**src/rtl/data_mem_arbiter.sv**
```systemverilog
// data_mem_arbiter: round-robin sharing of the single data-memory port between
// the core LSU (m0) and the DMA/debug master (m1). One access is in flight at
// a time; the arbiter waits out the fixed memory read latency and then returns
// a one-cycle completion pulse with read data to the winner only.
module data_mem_arbiter #(
    parameter int MEM_LAT = 1
) (
    input  logic        clk_i,
    input  logic        arstn_i,
    input  logic        m0_req_i,
    input  logic        m0_we_i,
    input  logic [3:0]  m0_be_i,
    input  logic [31:0] m0_addr_i,
    input  logic [31:0] m0_wdata_i,
    output logic        m0_gnt_o,
    output logic        m0_rvalid_o,
    output logic [31:0] m0_rdata_o,
    input  logic        m1_req_i,
    input  logic        m1_we_i,
    input  logic [3:0]  m1_be_i,
    input  logic [31:0] m1_addr_i,
    input  logic [31:0] m1_wdata_i,
    output logic        m1_gnt_o,
    output logic        m1_rvalid_o,
    output logic [31:0] m1_rdata_o,
    output logic        mem_req_o,
    output logic        mem_we_o,
    output logic [3:0]  mem_be_o,
    output logic [31:0] mem_addr_o,
    output logic [31:0] mem_wdata_o,
    input  logic [31:0] mem_rdata_i
);

    localparam logic [1:0] ST_IDLE  = 2'd0;
    localparam logic [1:0] ST_ISSUE = 2'd1;
    localparam logic [1:0] ST_WAIT  = 2'd2;
    localparam logic [1:0] ST_RESP  = 2'd3;

    // Latency counter is 3 bits wide, enough for the 1..7 legal range.
    localparam logic [2:0] LAT = 3'(MEM_LAT);

    logic [1:0]  state_q, state_d;
    logic        rr_q, rr_d;
    logic        win_q, win_d;
    logic        we_q, we_d;
    logic [3:0]  be_q, be_d;
    logic [31:0] addr_q, addr_d;
    logic [31:0] wdata_q, wdata_d;
    logic [2:0]  cnt_q, cnt_d;
    logic [31:0] rdata_q, rdata_d;
    logic        pick;
    logic        issue;
    logic        resp;

    // Winner selection: a lone requester wins, a tie is broken by rr_q.
    always_comb begin
        pick = m1_req_i;
        if (m0_req_i && m1_req_i) begin
            pick = rr_q;
        end
    end

    // Next-state logic for the IDLE -> ISSUE -> WAIT -> RESP sequence.
    always_comb begin
        state_d = state_q;
        rr_d    = rr_q;
        win_d   = win_q;
        we_d    = we_q;
        be_d    = be_q;
        addr_d  = addr_q;
        wdata_d = wdata_q;
        cnt_d   = cnt_q;
        rdata_d = rdata_q;
        case (state_q)
            ST_IDLE: begin
                // Requester inputs are only looked at here; the access is
                // captured so later changes on the request side are ignored.
                if (m0_req_i || m1_req_i) begin
                    win_d   = pick;
                    we_d    = pick ? m1_we_i    : m0_we_i;
                    be_d    = pick ? m1_be_i    : m0_be_i;
                    addr_d  = pick ? m1_addr_i  : m0_addr_i;
                    wdata_d = pick ? m1_wdata_i : m0_wdata_i;
                    state_d = ST_ISSUE;
                end
            end
            ST_ISSUE: begin
                cnt_d   = 3'd1;
                rr_d    = ~win_q;
                state_d = ST_WAIT;
            end
            ST_WAIT: begin
                if (cnt_q == LAT) begin
                    rdata_d = we_q ? 32'd0 : mem_rdata_i;
                    state_d = ST_RESP;
                end else begin
                    cnt_d = cnt_q + 3'd1;
                end
            end
            default: begin
                state_d = ST_IDLE;
            end
        endcase
    end

    // State and captured-access registers; reset drops any in-flight access.
    always_ff @(posedge clk_i or negedge arstn_i) begin
        if (!arstn_i) begin
            state_q <= ST_IDLE;
            rr_q    <= 1'b0;
            win_q   <= 1'b0;
            we_q    <= 1'b0;
            be_q    <= 4'd0;
            addr_q  <= 32'd0;
            wdata_q <= 32'd0;
            cnt_q   <= 3'd0;
            rdata_q <= 32'd0;
        end else begin
            state_q <= state_d;
            rr_q    <= rr_d;
            win_q   <= win_d;
            we_q    <= we_d;
            be_q    <= be_d;
            addr_q  <= addr_d;
            wdata_q <= wdata_d;
            cnt_q   <= cnt_d;
            rdata_q <= rdata_d;
        end
    end

    assign issue = (state_q == ST_ISSUE);
    assign resp  = (state_q == ST_RESP);

    // Address, byte enables and write data simply hold after the strobe.
    assign mem_req_o   = issue;
    assign mem_we_o    = issue & we_q;
    assign mem_be_o    = be_q;
    assign mem_addr_o  = addr_q;
    assign mem_wdata_o = wdata_q;

    assign m0_gnt_o    = issue & ~win_q;
    assign m1_gnt_o    = issue &  win_q;
    assign m0_rvalid_o = resp  & ~win_q;
    assign m1_rvalid_o = resp  &  win_q;
    // The non-winner never sees another requester's data.
    assign m0_rdata_o  = m0_rvalid_o ? rdata_q : 32'd0;
    assign m1_rdata_o  = m1_rvalid_o ? rdata_q : 32'd0;

endmodule

```
**config.mk**
```make
export PLATFORM = sky130hd
export DESIGN_NAME = data_mem_arbiter
export DESIGN_NICKNAME = d
export VERILOG_FILES = /design/src/rtl/data_mem_arbiter.sv
export SDC_FILE = /design/constraint.sdc
export NUM_CORES = 1
export LEC_CHECK = 0
export ABC_AREA = 1
export ABC_CLOCK_PERIOD_IN_PS = 2700
export CAP_MARGIN = 10
export CORE_MARGIN = 5
export CORE_UTILIZATION = 43
export CTS_CLUSTER_DIAMETER = 30
export DETAILED_ROUTE_END_ITERATION = 8
export GPL_ROUTABILITY_DRIVEN = 0
export GPL_TIMING_DRIVEN = 1
export PLACE_DENSITY = 0.88
export SYNTH_ARGS = -nofsm -noshare
export SYNTH_HDL_FRONTEND = slang
export SYNTH_SLANG_ARGS = --single-unit
```
**constraint.sdc**
```tcl
create_clock -name clk_i -period 2.7 [get_ports clk_i]
set_clock_uncertainty 0.15 [all_clocks]
set_input_delay 0.54 -clock clk_i [delete_from_list [all_inputs] [get_ports clk_i]]
set_output_delay 0.54 -clock clk_i [all_outputs]
set_load 0.01 [all_outputs]
```
==> results.json <==
{
  "dp_hpwl_mm": 14.8,
  "drv_cap": 0,
  "power.density_nw_per_um2": 888,
  "grt_antenna_before_repair": 1,
  "async_flop_share": 1.00,
  "p_leak_nw": 5.36,
  "routed-via-count": 6325,
  "layout_min_cycle_time_ns": 2.60,
  "hold_viol_final": 0,
  "worst_pin_slew_ns": 0.733,
  "comb_power_share": 0.526,
  "rrSetupSlack_ns": 0.59,
  "vdd_drop_max_mv": 0.660,
  "ctsHoldBuffers": 0,
  "drtIter0Drc": 398,
  "numClockSinks": 108,
  "rr_worst_depth": 8,
  "cp-start-kind": "register",
  "outcome": "finished clean",
  "routed_via_density": 4.75,
  "cp_max_fo": 33,
  "cp_slowest_cell": "clkdlybuf4s50_1",
  "crit_type": "reg2out",
  "cts_buffers": 9,
  "ys_seq_elements": 108,
  "cts_buffer_depth": 2,
  "switching_share": 0.401,
  "hold_ws_ns": 0.0645,
  "dieArea_um2": 16200,
  "final_nets": 1331,
  "die_h_um": 127,
  "grt_max_degree": 109,
  "yosys_warnings": 0,
  "slew_headroom": 0.511,
  "grt_pass1_wl_mm": 31.1,
  "rows": 42,
  "drive_gt1_frac": 0.0303,
  "wl_mm": 20.1,
  "fin_setup_tns_ns": 0,
  "die_w_um": 127,
  "clk_pin_slew_ns": 0.07,
  "io_pins": 312,
  "ys.flop_type": "dfrtp_1",
  "power.switching_mw": 3.40,
  "crit_arrival_ns": 1.91,
  "r2r-end": "mem_addr_o[22]$_DFFE_PN0P_",
  "hold_class": "in2async",
  "required_ns": 2.01,
  "first_pass_iters": 5,
  "cp.buffers_inverters": 2,
  "h-tree-depth": 3,
  "cpLargestDelayFamily": "buffers and inverters",
  "yosysSeqAreaShare": 0.458,
  "ys_types": 15,
  "avgSynthCellArea_um2": 6.82,
  "insertion_delay_ns": 0.34,
  "wl_per_cell_um": 15.1,
  "internal-power_mw": 5.08,
  "area_growth_pct": 61.5,
  "track_usage": 0.239,
  "synth_top_area_cell": "dfrtp_1",
  "finalSetupViolCount": 0,
  "cts_root_buf": "clkbuf_16",
  "crit_chain": "ha_1, nand2_1, buf_4, nor2_1, clkdlybuf4s50_1",
  "synth_fp_nets": 1047,
  "synth_top_area_frac": 0.458,
  "rsz0062_at_grt": "no",
  "ant_nets": 0,
  "synth_area_leaders": "dfrtp_1, nand2_1, nand3_1",
  "core_region_area_um2": 13300,
  "start_util": 0.442,
  "grt_pass1_vias": 5957,
  "synth_most_common_cell": "nand2_1",
  "clock.fmax_ghz": 0.385,
  "drc": 0,
  "rr_startpoint": "state_q[0]$_DFFE_PN0P_",
  "seqPwrFrac": 0.328,
  "maxSlewViolCount": 0,
  "netlist_instances": 866,
  "cts_tree": "built",
  "synth_area_um2": 5910,
  "worstSetupEndpointType": "output pin",
  "post-route-period-util": 0.963,
  "synth-edff-count": 0,
  "gr-total-overflow": 0,
  "synth_commonest_cells": "nand2_1, inv_1, nand3_1",
  "power_frac_clock": 0.146,
  "place.port_buffers": 311,
  "critPathMaxStageDelay_ns": 0.50
}
==> final cells by class <==
type | instances | area [um^2]
flip-flops and latches | 108 | 2700
clock buffers | 12 | 246
fillers | 1003 | 3810
well taps | 176 | 220
repair buffers | 324 | 3340
clock inverters | 4 | 25.0
inverters | 187 | 702
multi-input cells | 520 | 2300
diodes | 1 | 2.50
==> metrics by stage <==
step	cell area [um^2]	util	setup slack, ns	power (mW)	std cells
2_1_floorplan	5910	-	0.716	4.96	866
3_3_place_gp	9170	0.687	0.337	7.14	1313
3_5_place_dp	9170	0.687	0.247	7.26	1313
4_1_cts	9460	0.709	0.0173	8.56	1331
5_1_grt	9540	0.715	0.0347	9.10	1332
6_report	9540	0.715	0.0998	8.47	1332
==> kinds of logic (layout without fill, tap and decap cells) <==
group / after synthesis / count (layout) / share of synthesized area
compound gates: 38 / 38 / 0.0341
fa+ha+maj: 7 / 7 / 0.0148
buf+inv: 238 / 527 / 0.155
flops: 108 / 108 / 0.458
other cells: 0 / 1 / 0
simple gates: 475 / 475 / 0.339
==> power groups by stage <==
stage / Combinational [mW] / Sequential [mW] / Clock (mW)
floorplan: 1.97 / 2.99 / 0
global placement: 4.36 / 2.77 / 0
detailed placement: 4.47 / 2.79 / 0
CTS: 4.52 / 2.77 / 1.27
global route: 4.90 / 2.86 / 1.33
finish: 4.45 / 2.78 / 1.24
==> registers in the layout (all words and copies together) (netlist names) <==
signal,cells
mem_be_o,4
cnt_q,3
rdata_q,32
rr_q,1
win_q,1
we_q,1
state_q,2
mem_addr_o,32
mem_wdata_o,32
==> cell usage in the layout, fill, tap and decap left out, types with 3 or more instances in the layout <==
cell type and n:
clkdlybuf4s50_1 276, nand2_1 232, inv_1 186, nand3_1 171
dfrtp_1 108, nor2_1 69, o21ai_0 36, dlymetal6s2s_1 30
clkbuf_16 9, buf_4 8, ha_1 6, buf_12 5
dlygate4sd2_1 3
==> routing by layer <==
metal,wire length (um),track usage,vias up,part of all wire
met2,10200,0.416,285,0.51
met3,2030,0.0701,30,0.10
met4,406,0.0808,0,0.020
met1,7500,0.284,2853,0.37
li1,-,-,3157,-
met5,0,0,-,0
==> worst max path at each step <==
| stage | depth (start not counted) | from | to |
|---|---|---|---|
| after floorplan | 6 | state_q[1]$_DFFE_PN0P_ | m0_rdata_o[10] |
| final | 5 | state_q[0]$_DFFE_PN0P_ | m1_rdata_o[5] |
| after global routing | 5 | state_q[0]$_DFFE_PN0P_ | m1_rdata_o[6] |
| after detailed placement | 7 | state_q[1]$_DFFE_PN0P_ | m0_rdata_o[19] |
| after global placement | 7 | state_q[1]$_DFFE_PN0P_ | m0_rdata_o[9] |
| after CTS | 7 | state_q[1]$_DFFE_PN0P_ | m0_rdata_o[31] |
==> what timing repair did <==
item / in CTS / in global routing
endpoints found under the setup margin: 32 / 31
pin swaps: 0 / 0
buffers inserted: 2 / 0
resized for setup: 4 / 31
Note: power is estimated with default switching activity, not from simulation.
